### src/rtl/arbitro_mux3_pkg.sv
// ----------------------------------------------------------------------------
// arbitro_pkg
//   Shared types and helpers for the arbitro_mux3 round-robin arbiter.
//   - estado_t    : arbiter FSM state (OCIOSO = idle, CONCEDIDO = granted)
//   - SEL_FONTE*  : mux select codes for sources 0/1/2 (2'b11 is never used)
//   - onehot3()   : source index -> one-hot grant vector
//   - proximo()   : circular successor of a source index (0->1->2->0)
// ----------------------------------------------------------------------------
package arbitro_pkg;

    typedef enum logic {
        OCIOSO    = 1'b0,
        CONCEDIDO = 1'b1
    } estado_t;

    localparam logic [1:0] SEL_FONTE0 = 2'b00;
    localparam logic [1:0] SEL_FONTE1 = 2'b01;
    localparam logic [1:0] SEL_FONTE2 = 2'b10;

    function automatic logic [2:0] onehot3(input logic [1:0] idx);
        logic [2:0] r;
        case (idx)
            SEL_FONTE0: r = 3'b001;
            SEL_FONTE1: r = 3'b010;
            SEL_FONTE2: r = 3'b100;
            default:    r = 3'b000;
        endcase
        return r;
    endfunction

    // Wraps at 3 sources; the unused code 2'b11 also maps back to source 0.
    function automatic logic [1:0] proximo(input logic [1:0] idx);
        logic [1:0] r;
        case (idx)
            SEL_FONTE0: r = SEL_FONTE1;
            SEL_FONTE1: r = SEL_FONTE2;
            default:    r = SEL_FONTE0;
        endcase
        return r;
    endfunction

endpackage

### src/rtl/arbitro_mux3_if.sv
// ----------------------------------------------------------------------------
// arbitro_mux3_if
//   Bundle of the request/grant/beat signals around the shared 3:1 mux.
//
//   Handshake: a beat is transferred in every cycle where valido && aceito.
//   valido = |(gnt & req): the granted source is still requesting. The
//   consumer may hold aceito low indefinitely; the beat then simply waits.
//   If the granted source drops req before acceptance, valido falls in the
//   same cycle and that beat is lost.
//
//   Signals:
//     req[2:0]     requests, one per source (driven by sources)
//     aceito       consumer accepts the current beat (driven by consumer)
//     seletor[1:0] mux select of the granted source (registered)
//     gnt[2:0]     one-hot grant, zero when idle (registered)
//     valido       beat valid (combinational from registered gnt)
//     ocupado      arbiter is in CONCEDIDO
//     estado       FSM state, for observation
//     contador     beats accepted in the current grant, for observation
//
//   Modports: master = arbiter side, slave = sources/consumer side.
// ----------------------------------------------------------------------------
interface arbitro_mux3_if #(
    parameter int MAX_RAJADA = 4
) ();
    import arbitro_pkg::*;

    localparam int CW = $clog2(MAX_RAJADA + 1);

    logic [2:0]    req;
    logic          aceito;
    logic [1:0]    seletor;
    logic [2:0]    gnt;
    logic          valido;
    logic          ocupado;
    estado_t       estado;
    logic [CW-1:0] contador;

    modport master (
        input  req,
        input  aceito,
        output seletor,
        output gnt,
        output valido,
        output ocupado,
        output estado,
        output contador
    );

    modport slave (
        output req,
        output aceito,
        input  seletor,
        input  gnt,
        input  valido,
        input  ocupado,
        input  estado,
        input  contador
    );

endinterface

### src/rtl/arbitro_mux3_seletor_rr.sv
// ----------------------------------------------------------------------------
// seletor_rr
//   Combinational circular priority search over three requests.
//   Scans req starting at index 'inicio' and wrapping (inicio, inicio+1,
//   inicio+2 mod 3) and returns the first set position.
//
//   Ports:
//     req[2:0]    request vector
//     inicio[1:0] first index to examine (2'b11 treated as 0)
//     idx[1:0]    index of the winner (0 when achou = 0)
//     achou       at least one request is set
// ----------------------------------------------------------------------------
module seletor_rr
    import arbitro_pkg::*;
(
    input  logic [2:0] req,
    input  logic [1:0] inicio,
    output logic [1:0] idx,
    output logic       achou
);

    logic [1:0] c0;
    logic [1:0] c1;
    logic [1:0] c2;

    always_comb begin
        c0 = (inicio == 2'b11) ? SEL_FONTE0 : inicio;
        c1 = proximo(c0);
        c2 = proximo(c1);
    end

    always_comb begin
        idx   = SEL_FONTE0;
        achou = 1'b0;
        if (req[c0]) begin
            idx   = c0;
            achou = 1'b1;
        end else if (req[c1]) begin
            idx   = c1;
            achou = 1'b1;
        end else if (req[c2]) begin
            idx   = c2;
            achou = 1'b1;
        end
    end

endmodule

### src/rtl/arbitro_mux3.sv
// ----------------------------------------------------------------------------
// arbitro_mux3
//   Round-robin arbiter for one shared 3:1 datapath mux. One source is
//   granted at a time; seletor steers the mux to it and valido flags a beat
//   for the consumer. A grant lasts until the source drops req or until
//   MAX_RAJADA beats have been accepted, then the next requester (searching
//   from the source after the one just served) is granted on the very next
//   edge, with no idle cycle in between.
//
//   Parameters:
//     MAX_RAJADA  beats per grant before forced rotation (>= 1)
//
//   Ports:
//     clk    rising-edge clock
//     reset  synchronous, active-high
//     bus    arbitro_mux3_if.master (req, aceito in; seletor, gnt, valido,
//            ocupado, estado, contador out)
//
//   Build option:
//     ARBITRO_PRIORIDADE_FIXA_EN  fixed priority 0 > 1 > 2: every search
//     starts at source 0 and the last-served index is not kept. The burst
//     limit still ends a grant, but a lower source may starve.
// ----------------------------------------------------------------------------
module arbitro_mux3
    import arbitro_pkg::*;
#(
    parameter int MAX_RAJADA = 4
) (
    input  logic          clk,
    input  logic          reset,
    arbitro_mux3_if.master bus
);

    localparam int CW = $clog2(MAX_RAJADA + 1);
    localparam logic [CW-1:0] ULTIMO_BEAT = CW'(MAX_RAJADA - 1);
    localparam logic [CW-1:0] UM          = CW'(1);

    estado_t       estado;
    logic [2:0]    gnt;
    logic [1:0]    seletor;
    logic [CW-1:0] contador;
    logic          ocupado;

`ifndef ARBITRO_PRIORIDADE_FIXA_EN
    // Last source served; reset to 2 so that source 0 is searched first.
    logic [1:0]    ultimo;
`endif

    logic [1:0] inicio;
    logic [1:0] vencedor;
    logic       achou;
    logic       valido;
    logic       beat;
    logic       libera;

    // gnt is one-hot of seletor while granted, so !valido in CONCEDIDO is
    // exactly "the granted source has dropped its request".
    always_comb begin
        valido = |(gnt & bus.req);
        beat   = valido & bus.aceito;
        libera = (estado == CONCEDIDO) &&
                 (!valido || (beat && (contador == ULTIMO_BEAT)));
    end

    // Search start: in CONCEDIDO the search only matters on release, where
    // it starts after the source being released.
`ifdef ARBITRO_PRIORIDADE_FIXA_EN
    always_comb inicio = SEL_FONTE0;
`else
    always_comb inicio = (estado == CONCEDIDO) ? proximo(seletor) : proximo(ultimo);
`endif

    seletor_rr u_seletor_rr (
        .req    (bus.req),
        .inicio (inicio),
        .idx    (vencedor),
        .achou  (achou)
    );

    always_ff @(posedge clk) begin
        if (reset) begin
            estado   <= OCIOSO;
            gnt      <= 3'b000;
            seletor  <= SEL_FONTE0;
            contador <= '0;
            ocupado  <= 1'b0;
`ifndef ARBITRO_PRIORIDADE_FIXA_EN
            ultimo   <= SEL_FONTE2;
`endif
        end else begin
            case (estado)
                OCIOSO: begin
                    // seletor keeps its last value while idle.
                    if (achou) begin
                        estado   <= CONCEDIDO;
                        gnt      <= onehot3(vencedor);
                        seletor  <= vencedor;
                        contador <= '0;
                        ocupado  <= 1'b1;
                    end
                end

                CONCEDIDO: begin
                    if (libera) begin
`ifndef ARBITRO_PRIORIDADE_FIXA_EN
                        ultimo   <= seletor;
`endif
                        contador <= '0;
                        if (achou) begin
                            // Back-to-back handover, state stays CONCEDIDO.
                            gnt     <= onehot3(vencedor);
                            seletor <= vencedor;
                        end else begin
                            estado  <= OCIOSO;
                            gnt     <= 3'b000;
                            ocupado <= 1'b0;
                        end
                    end else if (beat) begin
                        contador <= contador + UM;
                    end
                end

                default: begin
                    estado  <= OCIOSO;
                    gnt     <= 3'b000;
                    ocupado <= 1'b0;
                end
            endcase
        end
    end

    assign bus.gnt      = gnt;
    assign bus.seletor  = seletor;
    assign bus.valido   = valido;
    assign bus.ocupado  = ocupado;
    assign bus.estado   = estado;
    assign bus.contador = contador;

endmodule

### src/flat_wrapper.sv
// flat-port wrapper written by rule: the top's interface ports become plain ports
module arbitro_mux3_flat import arbitro_pkg::*;
#(
    parameter int MAX_RAJADA = 4
)
  (clk, reset, bus_req, bus_aceito, bus_seletor, bus_gnt, bus_valido, bus_ocupado, bus_estado, bus_contador);
  arbitro_mux3_if #(.MAX_RAJADA(MAX_RAJADA)) bus_i ();
  input  logic clk;
  input  logic reset;
  input wire logic [$bits(bus_i.req)-1:0] bus_req;
  input wire logic [$bits(bus_i.aceito)-1:0] bus_aceito;
  output wire logic [$bits(bus_i.seletor)-1:0] bus_seletor;
  output wire logic [$bits(bus_i.gnt)-1:0] bus_gnt;
  output wire logic [$bits(bus_i.valido)-1:0] bus_valido;
  output wire logic [$bits(bus_i.ocupado)-1:0] bus_ocupado;
  output wire logic [$bits(bus_i.estado)-1:0] bus_estado;
  output wire logic [$bits(bus_i.contador)-1:0] bus_contador;
  assign bus_i.req = bus_req;
  assign bus_i.aceito = bus_aceito;
  assign bus_seletor = bus_i.seletor;
  assign bus_gnt = bus_i.gnt;
  assign bus_valido = bus_i.valido;
  assign bus_ocupado = bus_i.ocupado;
  assign bus_estado = bus_i.estado;
  assign bus_contador = bus_i.contador;
  arbitro_mux3 #(.MAX_RAJADA(MAX_RAJADA)) u_core (.clk(clk), .reset(reset), .bus(bus_i));
endmodule
### config.mk
export PLATFORM = sky130hd
export DESIGN_NAME = arbitro_mux3_flat
export DESIGN_NICKNAME = d
export VERILOG_FILES = /design/src/rtl/arbitro_mux3_pkg.sv /design/src/rtl/arbitro_mux3_if.sv /design/src/rtl/arbitro_mux3_seletor_rr.sv /design/src/rtl/arbitro_mux3.sv /design/src/flat_wrapper.sv
export SDC_FILE = /design/constraint.sdc
export NUM_CORES = 1
export LEC_CHECK = 0
export ABC_AREA = 0
export CORE_MARGIN = 5
export CORE_UTILIZATION = 49
export DETAILED_ROUTE_END_ITERATION = 10
export GPL_TIMING_DRIVEN = 0
export PLACE_DENSITY = 0.77
export SLEW_MARGIN = 20
export SYNTH_ARGS = -nofsm -noshare
export SYNTH_HDL_FRONTEND = slang
export SYNTH_SLANG_ARGS = --single-unit
### constraint.sdc
create_clock -name clk -period 2.8 [get_ports clk]
set_input_delay 0.56 -clock clk [delete_from_list [all_inputs] [get_ports clk]]
set_output_delay 0.56 -clock clk [all_outputs]
set_load 0.03 [all_outputs]
==> summary.md <==
| Metric | Value |
|---|---|
| Io pins | 17 |
| Sw frac | 0.4466 |
| Multi-input gate area | about 580 um2 |
| Vias in the first global route | around 830 |
| Total power | between 1 and 1.5 mW |
| Total track usage | 0.1684 |
| # hold bufs at CTS | 0 |
| Slew margin rel. | 0.5658 |
| Main flop type after synthesis | dfxtp_1 |
| Int Pwr | around 0.64 mW |
| Die area | approximately 0.0026 mm2 |
| Clk_lat worst skew | roughly 0.27 ns |
| Core Region | around 0.0017 mm2 |
| WL/cell | 15.14 um |
| Highest-count cells in the layout ignoring fill and taps | 15 x clkdlybuf4s50_1, 12 x dfxtp_1, 11 x nand2_1, 8 x inv_1, 8 x o21ai_0 |
| Mapped Cells | 98 |
| FMAX | about 380 MHz |
| Mapped Avg Cell Area | between 8 and 9 um2 |
| GP Congestion | approximately 0.83 |
| Hold path depth | 2 |
| Detailed Route Iter0 Violations | 24 |
| Clock buffer depth | 2 |
| Netlist Area Pre-Place | about 840 um2 |
| Place WS | -0.1015 ns |
| Least-Margin Pin Slew | roughly 0.65 ns |
| Hold Crit Start | u_core.bus.contador[2] |
| HPWL Detailed | around 1600 um |
| Die height | just over 50 um |
| Post-synth EDFFs | 0 |
| Final Critical Period | 2.624 ns |
| Max H-tree Level | 1 |
| Status | finished, final reports clean |
| R2R setup slack | around 0.18 ns |
| Most common cell after layout, fill and taps aside | clkdlybuf4s50_1 |
| Clock transition at path regs | around 0.070 ns |
| Final hold vios | 0 |
| Max IR drop VDD | around 0.00049 V |
| PwrDens | between 1000 and 1500 mW/mm2 |
| Critical path launch point type | flip-flop |
| Worst EP arrival | 2.81 ns |
| Total CTS buffers | 3 |
| Flop pwr share | 0.243 |
| Worst R2R Path Depth | 11 |
| Rows | 15 |
| Tcrit/Tclk final | 0.9373 |
| Max FO, Critical Path | 7 |
| Starting density of the core | 0.5034 |
| Asr flop ratio synth | 0 |
| Syn nets | between 100 and 150 |
| Layout cell share with drive strength beyond 1 | 0.1818 |
| Grt total ovfl | 0 |
| Root buffer cell | clkbuf_4 |
| Final core occ | 0.6712 |
| Setup TNS | 0 ns |
| Worst Hold Class | flip-flop to flip-flop |
| Detailed Route WL | 2089 um |
| Synth unique cells | 39 |
| CP Class | flip-flop to flip-flop |
| CP required | ~3 ns |
| Largest net degree at the start of global routing | 11 |
| Hold slack | 0.4792 ns |
| Startpoint of the worst register-to-register path | u_core.ultimo[1] |
| First-pass GRT wire length | ~3500 um |
| DR DRC count | 0 |
| Final net count | ~130 |
| DR vias | approximately 830 |
| Worst setup margin | about 0.18 ns |
| Leak Pwr | 0.4560 nW |
| Vias per cell | between 5 and 6 |
| Area Overhead vs Synth | 33.33% |
| Reg-to-Reg End | u_core.bus.contador[2] |
| Setup-failing EPs final | 0 |
| Number of synthesis warnings | 0 |
| Pins Over Slew Limit | 0 |
| TritonCTS Sinks | 12 |
| # diodes | 0 |
| Endpoint, Worst Hold | u_core.bus.contador[2] |
| Initial antenna violation count | 0 |
| Combinational cell fraction of total power | 0.641 |
| Die width | slightly above 50 um |
| CTS tree | done |
| Filler cells | between 100 and 150 |
| Synthesized flop and latch total | 12 |
| Clock skew | ~0.0093 ns |
| Crit path capture type | flip-flop |
| Port bufs | 16 |
| Net switching power | around 0.52 mW |
| Clock power frac | 0.115 |
| Max cap viols | 0 |
| Number of antenna-violating nets in the routed design | 0 |
| Pre-antenna DRT Iters | 4 |
| Sequential element share of the synthesized area | 0.2857 |
| Register Area | ~240 um2 |
-- layer usage --
metal	vias up	GRT usage	routed length, um
met2	25	0.2924	1011
met4	0	0.06987	27
met5	-	0	0
met1	387	0.2014	960
met3	4	0.02915	89
li1	411	-	-
-- power by group through the flow --
stage	clock network, mW	registers (mW)	logic [mW]
after floorplan	0	0.345	0.397
after global placement	0	0.281	0.637
after detailed placement	0	0.281	0.648
after CTS	0.136	0.278	0.666
after global routing	0.148	0.292	0.797
final	0.134	0.283	0.744
-- synth_stat cells (all sizes together), types with 3 or more instances --
| cell | count | area (um2) |
|---|---|---|
| o21ai | 8 | 40.04 |
| or3 | 3 | 18.77 |
| nand2 | 11 | 41.29 |
| a21oi | 4 | 31.28 |
| dfxtp | 12 | 240.2 |
| nand3 | 3 | 15.01 |
| and2 | 3 | 23.78 |
| ha | 4 | 50.05 |
| mux2i | 6 | 60.06 |
| nor3 | 3 | 15.01 |
| a311oi | 3 | 32.53 |
| inv | 9 | 33.78 |
-- worst max-delay path, stage by stage (launching register included) --
cell and delay [ns]:
dfxtp_1 0.39, or3_1 0.47, and2_4 0.19, inv_2 0.05
ha_2 0.24, inv_1 0.11, o311ai_2 0.29, a311oi_2 0.14
buf_4 0.18, buf_12 0.12, a21oi_4 0.17, mux2i_1 0.20
-- metrics by stage --
stage | cell area, um2 | std cells
3_5_place_dp | 1022 | 131
4_1_cts | 1066 | 136
3_3_place_gp | 1022 | 131
5_1_grt | 1121 | 138
2_1_floorplan | 840.8 | 98
6_report | 1121 | 138
-- flip-flops by register name, summed over array words and instances, names as in the netlist --
register             flops
u_core.bus.contador      3
u_core.ultimo            2
u_core.bus.gnt           3
u_core.bus.estado        1
u_core.bus.ocupado       1
u_core.bus.seletor       2
-- how the worst max path moves through the flow --
| stage | start | end | slack, ns | depth (start not counted) |
|---|---|---|---|---|
| global route | u_core.ultimo[1] | u_core.bus.contador[2] | -0.001 | 10 |
| CTS | u_core.bus.seletor[1] | u_core.bus.ocupado | 0.008 | 9 |
| floorplan | u_core.bus.estado | u_core.bus.ocupado | 0.13 | 8 |
| detailed placement | bus_req[1] | bus_valido | -0.10 | 4 |
| global placement | bus_req[1] | bus_valido | -0.07 | 4 |
| finish | u_core.ultimo[1] | u_core.bus.contador[2] | 0.18 | 11 |
-- kinds of logic after synthesis --
group	synth area share
buf+inv	0.05803
mux	0.07143
fa+ha+maj	0.05953
compound gates	0.2485
simple gates	0.2768
flops	0.2857
-- area by class of cell --
cell class,count,area share
Buffer,2,0.01339
Clock buffer,4,0.03237
Tap cell,17,0.01897
Sequential cell,12,0.2143
Multi-Input combinational cell,75,0.5145
Inverter,9,0.03013
Timing Repair Buffer,19,0.1763
-- timing repair --
item	CTS	global route
resized for setup	2	6
endpoints found under the setup margin	5	10
setup buffers	1	2
pin swaps	1	1
gates cloned	0	0
Note: power is estimated with default switching activity, not from simulation.
